<file path="src/rtl/pu_controller.sv">
// pu_controller: sequencer for the four-lane processing unit.
// On start it issues `count` weight rows (one per cycle), tracks each row
// through the fixed PU latency with a valid shift register, writes each
// ReLU result to the result buffer in issue order, then pulses done.
//
// Ports:
//   clk      in   system clock (rising edge)
//   rst      in   synchronous active-high reset
//   start    in   launch request, sampled only in IDLE
//   count    in   number of rows, sampled with start
//   wBase    in   first weight row address, sampled with start
//   resBase  in   first result address, sampled with start
//   wAddr    out  weight memory read address (asynchronous read)
//   enReg    out  PU input register block enable
//   resAddr  out  result buffer write address
//   resWr    out  result buffer write strobe
//   busy     out  high while issuing or draining
//   done     out  one-cycle completion pulse
module pu_controller #(
  parameter int unsigned ADDR_W   = 6,
  parameter int unsigned PIPE_LAT = 3
) (
  input  logic              clk,
  input  logic              rst,
  input  logic              start,
  input  logic [ADDR_W-1:0] count,
  input  logic [ADDR_W-1:0] wBase,
  input  logic [ADDR_W-1:0] resBase,
  output logic [ADDR_W-1:0] wAddr,
  output logic              enReg,
  output logic [ADDR_W-1:0] resAddr,
  output logic              resWr,
  output logic              busy,
  output logic              done
);

  typedef enum logic [1:0] {IDLE, ISSUE, DRAIN, DONE} state_t;

  state_t              state, state_n;
  logic [ADDR_W-1:0]   cnt, w_base, res_base;
  logic [ADDR_W-1:0]   idx, wr_idx;
  logic [ADDR_W-1:0]   w_addr_q;
  logic [PIPE_LAT-1:0] vld;
  logic                issue, last_issue, last_write, launch;

  always_comb begin
    issue      = (state == ISSUE);
    launch     = (state == IDLE) && start && (count != '0);
    last_issue = (idx == cnt - ADDR_W'(1));
    last_write = vld[PIPE_LAT-1] && (wr_idx == cnt - ADDR_W'(1));
  end

  // Next state and outputs
  always_comb begin
    state_n = state;
    enReg   = 1'b0;
    busy    = 1'b0;
    done    = 1'b0;
    wAddr   = w_addr_q;
    resWr   = vld[PIPE_LAT-1];
    resAddr = res_base + wr_idx;
    case (state)
      IDLE: begin
        if (start) begin
          state_n = (count == '0) ? DONE : ISSUE;
        end
      end
      ISSUE: begin
        enReg = 1'b1;
        busy  = 1'b1;
        wAddr = w_base + idx;
        if (last_issue) begin
          state_n = DRAIN;
        end
      end
      DRAIN: begin
        busy = 1'b1;
        if (last_write) begin
          state_n = DONE;
        end
      end
      DONE: begin
        done    = 1'b1;
        state_n = IDLE;
      end
      default: state_n = IDLE;
    endcase
  end

  always_ff @(posedge clk) begin
    if (rst) begin
      state    <= IDLE;
      cnt      <= '0;
      w_base   <= '0;
      res_base <= '0;
      idx      <= '0;
      wr_idx   <= '0;
      w_addr_q <= '0;
      vld      <= '0;
    end else begin
      state <= state_n;
      // Concatenate-then-truncate shifts `issue` in at bit 0 and stays
      // legal when PIPE_LAT is 1.
      vld   <= PIPE_LAT'({vld, issue});
      if (launch) begin
        cnt      <= count;
        w_base   <= wBase;
        res_base <= resBase;
        idx      <= '0;
        wr_idx   <= '0;
      end
      if (issue) begin
        idx      <= idx + ADDR_W'(1);
        w_addr_q <= w_base + idx;
      end
      if (vld[PIPE_LAT-1]) begin
        wr_idx <= wr_idx + ADDR_W'(1);
      end
    end
  end

endmodule

</file>
<file path="config.mk">
export PLATFORM = sky130hd
export DESIGN_NAME = pu_controller
export DESIGN_NICKNAME = d
export VERILOG_FILES = /design/src/rtl/pu_controller.sv
export SDC_FILE = /design/constraint.sdc
export NUM_CORES = 1
export LEC_CHECK = 0
export ABC_AREA = 1
export BUFFER_PORTS_ARGS = -buffer_cell sky130_fd_sc_hd__buf_2
export CORE_ASPECT_RATIO = 0.7
export CORE_MARGIN = 5
export CORE_UTILIZATION = 55
export DETAILED_ROUTE_END_ITERATION = 16
export GPL_ROUTABILITY_DRIVEN = 1
export PLACE_DENSITY_LB_ADDON = 0.15
export REMOVE_ABC_BUFFERS = 1
export SETUP_SLACK_MARGIN = 0.02
export SYNTH_ARGS = -nofsm -noshare
export SYNTH_HDL_FRONTEND = slang
export SYNTH_SLANG_ARGS = --single-unit
</file>
<file path="constraint.sdc">
create_clock -name clk -period 2.4 [get_ports clk]
set_input_delay 0.12 -clock clk [delete_from_list [all_inputs] [get_ports clk]]
set_output_delay 0.12 -clock clk [all_outputs]
set_load 0.02 [all_outputs]
</file>
==> flow_summary.json <==
{
  "switchingPower_mw": 1.10,
  "ant_nets": 0,
  "comb_power_share_pct": 44.7,
  "dp.final_hpwl_um": 4080,
  "drt_iter0_drc": 142,
  "cts_setup_buffers": 0,
  "max_slew_margin_pct": 51.0,
  "synth_cell_types": 27,
  "peakVddDrop_uv": 671,
  "num_antenna_cells": 0,
  "grt_overflow": 0,
  "die_area_um2": 5670,
  "cp.required_ns": 2.28,
  "cts_root_buf": "clkbuf_8",
  "synth-seq-cells": 41,
  "synth.most_common_cell": "nand2_1",
  "whs_endpoint": "res_base[0]",
  "placed_cell_area_um2": 2560,
  "htree_num_levels": 2,
  "wirelength_um": 5520,
  "hold_viol_final": 0,
  "pwr-share-clk_pct": 18.8,
  "row_count": 19,
  "r2r_slack_ns": 0.51,
  "ys.flop_type": "dfxtp_1",
  "grt_max_degree": 27,
  "setup_ws_ns": 0.170,
  "fin_crit_sh_pct": 92.9,
  "synthTopCellsByArea": "dfxtp_1 (35%), nand2_1 (12%), ha_1 (9.6%)",
  "syn-cell-area_um2": 2330,
  "finClkSkew_ns": 0.00541,
  "numPortBuffers": 36,
  "arrival_ns": 2.11,
  "p_leak_nw": 1.24,
  "place_ws_ns": 0.478,
  "hold_path_class": "input pin to flip-flop",
  "seqPwrFrac_pct": 36.6,
  "fin_area_um2": 2650,
  "outcome": "finished, final reports clean",
  "worstPathMaxFanout": 7,
  "syn_area_per_cell_um2": 6.93,
  "cts_sinks": 41,
  "syn2layout_area_growth_pct": 13.6,
  "drc": 0,
  "drive_above_1_share_pct": 14.2,
  "reg2reg_to": "wr_idx[3]",
  "grt_usage_pct": 21.2,
  "maxUsedRoutingLayer": "met4",
  "switching_share_pct": 44.0,
  "drt-met1-wl_um": 2790,
  "worstSkewPairLatency_ns": 0.30,
  "avgViaCountPerCell": 5.24,
  "finalSetupTns_ns": 0,
  "tightest_slew_ns": 0.734,
  "first_global_vias": 2107,
  "min_period_ns": 2.23,
  "core_um2": 4020,
  "path_class": "flip-flop to primary output",
  "start_kind": "flip-flop",
  "die-height_um": 64.5,
  "synthTopCellsByCount": "nand2_1 (73), nor2_1 (44), dfxtp_1 (41)",
  "io-pin-count": 37,
  "synth_top_area_share_pct": 35.2,
  "holdCritStartpoint": "resBase[0]",
  "timing.fmax_mhz": 448,
  "avgRoutedWirePerCell_um": 13.0,
  "dieWidth_um": 87.9,
  "rsz0062_at_grt": "no",
  "firstDrtPassIters": 5,
  "worstRegToRegCells": 9,
  "p_int_mw": 1.40,
  "place_congestion": 0.890,
  "yosys.area.top_type": "dfxtp_1",
  "num_vias": 2233,
  "yosysSeqAreaShare_pct": 35.2,
  "dr_wl_met3_um": 351,
  "grt_pass1_wl_um": 9510,
  "synth_cells": 337,
  "drv_slew": 0,
  "numCtsBuffers": 5,
  "cellPowerDensity_nw_per_um2": 946,
  "wl_met2_um": 2290,
  "maxCapViolCount": 0,
  "worstHoldPathCells": 3,
  "setup_viol": 0,
  "yosys_warnings": 0,
  "cts_buffer_depth": 2,
  "antenna_found_initial": 0,
  "cts_tree": "done",
  "final_nets": 414,
  "nFillCells": 370,
  "hold_slack_ns": 0.0675,
  "clkTransAtPathRegs_ns": 0.09,
  "r2r_start": "state[0]",
  "initial_core_util_pct": 58.1,
  "synthArstFlopShare_pct": 0,
  "crit_path_end_kind": "primary output",
  "synth_edf_count": 0
}
==> layout by cell type (no fill, tap or decap) <==
| cell type | instances |
|---|---|
| or2_2 | 1 |
| clkinvlp_4 | 1 |
| nand3_1 | 27 |
| nor2_1 | 44 |
| dfxtp_1 | 40 |
| a211oi_1 | 2 |
| a32o_1 | 1 |
| ha_1 | 18 |
| nand4_1 | 1 |
| inv_1 | 37 |
| buf_2 | 36 |
| clkinv_2 | 1 |
| nand2_1 | 73 |
| nor3_1 | 1 |
| and2_1 | 1 |
| o21ai_0 | 29 |
| inv_6 | 1 |
| xnor2_1 | 4 |
| nor2_2 | 3 |
| clkbuf_8 | 5 |
| nand3b_1 | 1 |
| nand3_2 | 1 |
| buf_4 | 2 |
| a21oi_1 | 30 |
| dfxtp_2 | 1 |
| a221oi_1 | 3 |
| fa_1 | 2 |
| inv_2 | 1 |
| xor2_1 | 5 |
| o21bai_1 | 1 |
| clkinv_1 | 1 |
==> flip-flops by register name, summed over array words and instances, names as in the netlist <==
signal,flops
res_base,6
vld,3
w_addr_q,6
w_base,6
cnt,6
wr_idx,6
state,2
idx,6
==> layer usage <==
metal  GRT usage (%)  vias to the layer above
met5               0                        -
met1            30.4                     1000
met4            7.09                        0
met3            4.56                       11
li1                -                     1162
met2            31.6                       60
==> per-stage QoR <==
step	util, %	cells	power [mW]
floorplan	-	328	1.72
global placement	63.7	418	2.02
detailed placement	63.7	418	2.04
CTS	66.0	426	2.52
global route	66.0	426	2.73
finish	66.0	426	2.51
==> worst max-delay path, stage by stage (launching register included) <==
cell      delay, ns
dfxtp_1        0.43
ha_1           0.31
nand2_1        0.08
nor2_1         0.04
a211oi_1       0.34
o21bai_1       0.13
a21oi_1        0.17
xor2_1         0.14
buf_2          0.17
==> power groups by stage <==
stage	Combinational [mW]	Clock (mW)	Sequential (mW)
2_1_floorplan	0.819	0	0.901
3_3_place_gp	1.09	0	0.926
3_5_place_dp	1.11	0	0.930
4_1_cts	1.12	0.480	0.915
5_1_grt	1.29	0.509	0.934
6_report	1.12	0.471	0.917
==> final cells by class <==
| cell class | count | area (um2) | share of cell area, % |
|---|---|---|---|
| clock buffer | 5 | 68.8 | 2.60 |
| clock inverter | 3 | 21.3 | 0.802 |
| inverter | 39 | 146 | 5.52 |
| multi-input combinational | 248 | 1330 | 50.3 |
| sequential | 41 | 822 | 31.0 |
| tap | 52 | 65.1 | 2.45 |
| timing repair buffer | 38 | 195 | 7.36 |
==> worst max-delay path by stage <==
stage | cells past startpoint | startpoint | slack (ns) | endpoint
CTS | 10 | idx[0] | 0.14 | wAddr[4]
global placement | 10 | idx[0] | 0.52 | wAddr[4]
detailed placement | 10 | idx[0] | 0.48 | wAddr[4]
global route | 8 | wr_idx[2] | 0.03 | resAddr[5]
floorplan | 5 | state[1] | 0.36 | w_addr_q[1]
finish | 8 | wr_idx[2] | 0.17 | resAddr[5]
==> logic make-up (layout without fill, tap and decap cells) <==
kind of cell               Yosys count  after routing  synth area share (%)
AOI/OAI and AO/OA                   66             66                  15.2
and+or+nand+nor                    153            153                  27.2
buffers and inverters               48             85                  7.77
adders and majority gates           20             20                  11.4
DFF                                 41             41                  35.2
xor gates and xnor gates             9              9                  3.38
==> timing repair <==
item                       CTS  global route
setup endpoints to repair    0             1
gates resized for setup      0             1
hold buffers                 0             0
Power figures use the tool's default switching activity.
